--- src/rtl/oam_dma_arbiter.sv ---
// Sprite OAM DMA arbiter: shares the external bus between the 6502 core and the
// OAM DMA engine, stalling the core through RDY while 256 bytes are copied.
module oam_dma_arbiter #(
    parameter logic [15:0] DMA_REG_ADDR  = 16'h4014,
    parameter logic [15:0] OAM_DATA_ADDR = 16'h2004
) (
    input  logic        clk,
    input  logic        rst_n,
    input  logic [15:0] cpu_addr,
    input  logic [7:0]  cpu_wdata,
    input  logic        cpu_write,
    output logic        cpu_rdy,
    output logic [15:0] bus_addr,
    output logic [7:0]  bus_wdata,
    output logic        bus_write,
    input  logic [7:0]  bus_rdata,
    output logic        dma_active,
    output logic        put_cycle
);

    // state | meaning
    // IDLE  | core owns the bus, waiting for a write to the DMA register
    // HALT  | RDY low; core writes still complete, waiting for its first read
    // ALIGN | one dummy read so that the first transfer read lands on a get cycle
    // READ  | get cycle: fetch source byte {page, index} into the latch
    // WRITE | put cycle: store latch to the OAM data port, advance index
    localparam logic [2:0] IDLE  = 3'd0;
    localparam logic [2:0] HALT  = 3'd1;
    localparam logic [2:0] ALIGN = 3'd2;
    localparam logic [2:0] READ  = 3'd3;
    localparam logic [2:0] WRITE = 3'd4;

    logic [2:0] state;
    logic [2:0] state_next;
    logic       parity;
    logic [7:0] page;
    logic [7:0] index;
    logic [7:0] latch;
    logic       trigger;

    assign trigger = cpu_write && (cpu_addr == DMA_REG_ADDR);

    always_comb begin
        state_next = state;
        case (state)
            IDLE: begin
                if (trigger) state_next = HALT;
            end
            HALT: begin
                // The halt read must be followed by a get cycle for READ.
                if (!cpu_write) state_next = parity ? READ : ALIGN;
            end
            ALIGN: state_next = READ;
            READ:  state_next = WRITE;
            WRITE: state_next = (index == 8'hFF) ? IDLE : READ;
            default: state_next = IDLE;
        endcase
    end

    always_ff @(posedge clk or negedge rst_n) begin
        if (!rst_n) begin
            state  <= IDLE;
            parity <= 1'b0;
            page   <= 8'h00;
            index  <= 8'h00;
            latch  <= 8'h00;
        end else begin
            state  <= state_next;
            parity <= ~parity;
            case (state)
                IDLE: begin
                    if (trigger) begin
                        page  <= cpu_wdata;
                        index <= 8'h00;
                    end
                end
                READ:  latch <= bus_rdata;
                WRITE: index <= index + 8'h01;
                default: ;
            endcase
        end
    end

    assign cpu_rdy    = (state == IDLE);
    assign dma_active = (state != IDLE);
    assign put_cycle  = parity;

    always_comb begin
        bus_addr  = cpu_addr;
        bus_wdata = cpu_wdata;
        bus_write = cpu_write;
        case (state)
            ALIGN: bus_write = 1'b0;
            READ: begin
                bus_addr  = {page, index};
                bus_write = 1'b0;
            end
            WRITE: begin
                bus_addr  = OAM_DATA_ADDR;
                bus_wdata = latch;
                bus_write = 1'b1;
            end
            default: ;
        endcase
    end

endmodule

--- config.mk ---
export PLATFORM = sky130hd
export DESIGN_NAME = oam_dma_arbiter
export DESIGN_NICKNAME = d
export VERILOG_FILES = /design/src/rtl/oam_dma_arbiter.sv
export SDC_FILE = /design/constraint.sdc
export NUM_CORES = 1
export LEC_CHECK = 0
export CAP_MARGIN = 40
export CORE_MARGIN = 2
export CORE_UTILIZATION = 39
export DETAILED_ROUTE_END_ITERATION = 10
export PLACE_DENSITY = 0.82
export SYNTH_ARGS = -nofsm -noshare
export SYNTH_HDL_FRONTEND = slang
export SYNTH_SLANG_ARGS = --single-unit
--- constraint.sdc ---
create_clock -name clk -period 1.8 [get_ports clk]
set_clock_uncertainty 0.05 [all_clocks]
set_input_delay 0.45 -clock clk [delete_from_list [all_inputs] [get_ports clk]]
set_output_delay 0.45 -clock clk [all_outputs]
set_load 0.01 [all_outputs]
### Yosys cells after proc, flatten, opt, wreduce, memory -nomap -nowiden

Cells that the tools add are included.

* word-level logic and storage cells: 33
* register bits after elaboration: 28
* output and inout bits: 28
* input port bits: 35

* bitwise logic cells: 1
* reductions and logical operators: 8
* multiplexer cells: 10
* equal/unequal tests: 8
* add/subtract/negate cells: 1

Operators by type and width (number)
* 16-bit one-hot mux with 2 select lines: 1
* 16-bit by 15-bit == test with 1-bit output (second input constant): 1
* 8-bit two-way mux: 2
* 8-bit one-hot mux with 2 select lines: 1
* 3-bit one-hot mux with 5 select lines: 1
* 8-bit by 1-bit adder with 8-bit output (second input constant): 1
* 8-bit == test (second input constant): 1
* 3-bit by 2-bit == test with 1-bit output (second input constant): 2
* 3-bit two-way mux: 2
* 2-bit AND reduction: 3
* 2-bit inequality test (second input constant): 2
* 3-bit by 1-bit == test with 1-bit output (second input constant): 1
* 3-bit == test (second input constant): 1
* 3-bit zero test: 1
* 3-bit nonzero test: 1
* 2-bit two-way mux: 1
* 1-bit one-hot mux with 2 select lines: 1
* 2-bit nonzero test: 1
* 2-bit OR reduction: 1
* 1-bit logical AND: 1
* 1-bit two-way mux: 1
* 1-bit inverter: 1

### Depth between registers and ports, before layout

* word-level depth: 4
* depth in mapped cells: 7
* depth with buffers taken out: 5

### Least setup slack after synthesis

OpenSTA, ideal clock, no wires.

* kind: reg-to-output
* from: register state[2]
* to: output port bus_addr[0]
* data arrival time: 1.404 ns
* setup slack: -0.104 ns
* data required time: 1.300 ns
* cell stages (with the launch flop): 6
* buffers on the path: 2
* cell sequence: dfrtp_1 buf_2 nor3b_2 nor2_1 clkbuf_1 a22o_1

* cells in the longest elaborated chain, start to end: 2
* elaborated cells between the ends (all ways): 3
* classes of those cells: eq/ne: 2; mux: 1

RTL lines
* from (decl): line 33 `logic [2:0] state;`
* from (signal assigned): line 68 `state <= state_next;`
* 3-bit == test or 3-bit by 2-bit == test with 1-bit output (tied branches): line 92 `case (state)`
* 16-bit one-hot mux with 2 select lines *: line 92
* to (decl): line 13 `output logic [15:0] bus_addr,`

Every way passes the cells marked *; elsewhere a longest branch is shown, timed or not.

### Worst setup path after layout

* from: register state[0]
* to: output port bus_addr[5]

Same word-level chain as after synthesis.

==> flow_summary.toml <==
[global_route]
grt_pass1_wl_mm = 7.71
overflow = 0
first_global_vias = 1574
antenna_found_initial = 0
track_usage = 0.228
grt_max_degree = 29

[final_layout]
num-fill-cells = 298
final_layout_size_suffix_gt1_frac = 0.429
antenna_cells = 0
nNetsFinal = 303
fin_area_mm2 = 0.00263
area_growth_pct = 67.7
fin_cells = 316

[power]
power.total_mw = 2.89
pwr-share-seq = 0.311
p_sw_frac = 0.346
vdd_ir_drop_max_v = 0.000587
switchingPower_mw = 1.00
p_int_mw = 1.89
p_comb_frac = 0.515
cellLeakagePower_nw = 1.34
pwr-share-clk = 0.174
power.density_mw_per_mm2 = 1100

[setup_path]
critPathMaxFanout = 8
critical_path_class = "flop to primary output"
required_ns = 1.30
critPathArrivalTime_ns = 1.70
worst_setup_path_start_kind = "flop"
cp-end-kind = "primary output"

[cts]
numCtsBuffers = 3
clkSinkCount = 28
clk_latency_ns = 0.28
cts.path.max_buffers = 2
cts_tree = "built"
cts.clk_slew.worst_paths_ns = 0.10
h-tree-depth = 1
clock-root-buffer = "clkbuf_8"
cts_hold_buf = 0

[sta]
fmax_mhz = 454
finalHoldViolCount = 0
worst_slack_ns = -0.404
min_period_ns = 2.20
fin_crit_sh = 1.22
setup_viol = 36
worst_pin_slew_ns = 0.372
slew_headroom = 0.752
rsz0062_at_grt = "yes"
drv_slew = 0
hold_ws_ns = 0.399

[synthesis]
yosys_warnings = 0
syn_inst = 161
avgSynthCellArea_um2 = 9.75
synthSimpleGateAreaFrac = 0.224
syn-cell-area_mm2 = 0.00157
synth-xor-area-share = 0
synth_mux_area_frac = 0.132
syn-num-nets = 197
synthAdderAreaFrac = 0.00797
yosysUniqueCellTypes = 33
synth_top_family_by_area = "simple AND/OR/NAND/NOR gates"
synth-compound-area-share = 0.147
ys_ff_latch = 28
ys_seq_area_frac = 0.446

[min_path]
hold_class = "flop to flop"

[detailed_routing]
drt_iter0_markers = 85
drtPass1Iterations = 4
remaining_drc_errors = 0
wl_per_cell_um = 15.6
drt_wl_total_mm = 4.94
antenna_left = 0
via_per_inst = 5.20
dr_total_vias = 1642

[floorplanning]
start_util = 0.398
core.rowCount = 23
core_region_area_mm2 = 0.00394
pin_count = 63
die-width_um = 67.5
dieArea_mm2 = 0.00455
die_h_um = 67.5

[placed_design]
io_buffers = 62
place_inst = 299
postPlaceCellArea_mm2 = 0.00249
dp_hpwl_mm = 3.50
place.gp.congestion = 0.845

[run_status]
violations = "negative setup slack"
status = "finished with violations"

[flow_run]
max_cap_violations = 0
-- cells by family after synthesis --
| family | after synthesis |
|---|---|
| AO/OA/AOI/OAI | 32 |
| multiplexers | 18 |
| buffers and inverters | 13 |
| AND/OR/NAND/NOR | 69 |
| adder cells (fa/ha/maj) | 1 |
| flip-flops | 28 |
-- cell usage in the layout, fill, tap and decap left out, types with 8 or more instances in the layout --
cell and count:
a22o_1 14, clkdlybuf4s50_1 20, buf_2 23, buf_6 16, nand2_1 34, mux2_4 8, buf_4 35, mux2_2 8
dfrtp_1 27
-- registers in the layout, indices dropped and copies added, names as in the netlist --
name       flops
page           8
index          8
latch          8
put_cycle      1
state          3
-- metrics by stage --
step,setup TNS [ns],utilization,setup WS [ns]
after floorplan,-0.632,-,-0.0626
after detailed placement,-17.09,0.631,-0.599
after global routing,-12.95,0.668,-0.500
after global placement,-15.58,0.631,-0.536
after CTS,-10.60,0.660,-0.407
final,-9.97,0.668,-0.404
-- layer usage --
layer  routed length, µm  GRT usage  vias to the layer above
met2                2650      0.401                       67
met3                 290     0.0367                        8
met5                   0          0                        -
met1                1940      0.289                      783
met4                  64     0.0612                        0
li1                    -          -                      784
-- synthesized netlist by cell type --
master	count	area, µm²
mux2_2	14	158
or2_2	2	12.5
o41a_1	1	11.3
ha_1	1	12.5
nor3_1	1	5.00
dfrtp_1	28	701
mux2i_1	2	20.0
a21oi_1	3	15.0
or3_4	1	11.3
o21ai_0	9	45.0
a22o_1	14	123
buf_1	1	3.75
and3_1	2	12.5
or4_1	1	7.51
o211ai_1	2	15.0
nor4_1	1	6.26
buf_6	2	22.5
nand2_1	37	139
nand4_1	3	18.8
buf_2	2	10.0
mux2_4	2	30.0
nor3_4	2	32.5
clkbuf_1	4	15.0
o31ai_1	2	15.0
nand4b_1	1	8.76
nor2_1	7	26.3
or3_1	2	12.5
o21bai_1	1	7.51
nand3_1	5	25.0
nor4b_1	1	8.76
nor3b_2	1	12.5
inv_1	4	15.0
nor2b_1	2	12.5
-- path summary, 6_finish.rpt --
path                                      start              endpoint  slack, ns  cells after the start
max                        state[0]$_DFFE_PN0P_           bus_addr[5]      -0.40                      6
min                         put_cycle$_DFF_PN0_   put_cycle$_DFF_PN0_       0.40                      1
max reg2reg                state[1]$_DFFE_PN0P_   page[7]$_DFFE_PN0P_      -0.15                      6
min reg2reg                 put_cycle$_DFF_PN0_   put_cycle$_DFF_PN0_       0.40                      1
max in group asynchronous                 rst_n  state[1]$_DFFE_PN0P_       0.90                      2
min in group asynchronous                 rst_n  index[7]$_DFFE_PN0P_       0.50                      2
-- critical path, stage by stage, from the launching register on --
cell and delay (ns):
dfrtp_1 0.42, buf_4 0.15, nor3b_4 0.28, nor2_4 0.08, buf_6 0.14, a22o_1 0.21
buf_2 0.14
-- layout make-up --
cell class	instances	area, µm²	area share
Multi-Input combinational cell	120	873	0.332
Timing Repair Buffer	110	910	0.345
Inverter	4	15.0	0.00570
Sequential cell	28	702	0.267
Clock buffer	3	41.3	0.0157
Clock inverter	1	30.0	0.0114
Tap cell	50	62.6	0.0238
-- power by group through the flow --
stage | sequential [mW] | combinational (mW) | clock (mW)
after global routing | 0.924 | 1.61 | 0.532
after floorplan | 0.864 | 0.684 | 0
final | 0.899 | 1.49 | 0.503
after global placement | 0.889 | 1.38 | 0
after CTS | 0.892 | 1.46 | 0.510
after detailed placement | 0.896 | 1.41 | 0
-- repair_timing --
item,in CTS,in global routing
pin swaps,15,18
setup buffers,14,3
endpoints found under the setup margin,44,44
resized for setup,130,40
gates cloned,1,0
Note: power is estimated with default switching activity, not from simulation.
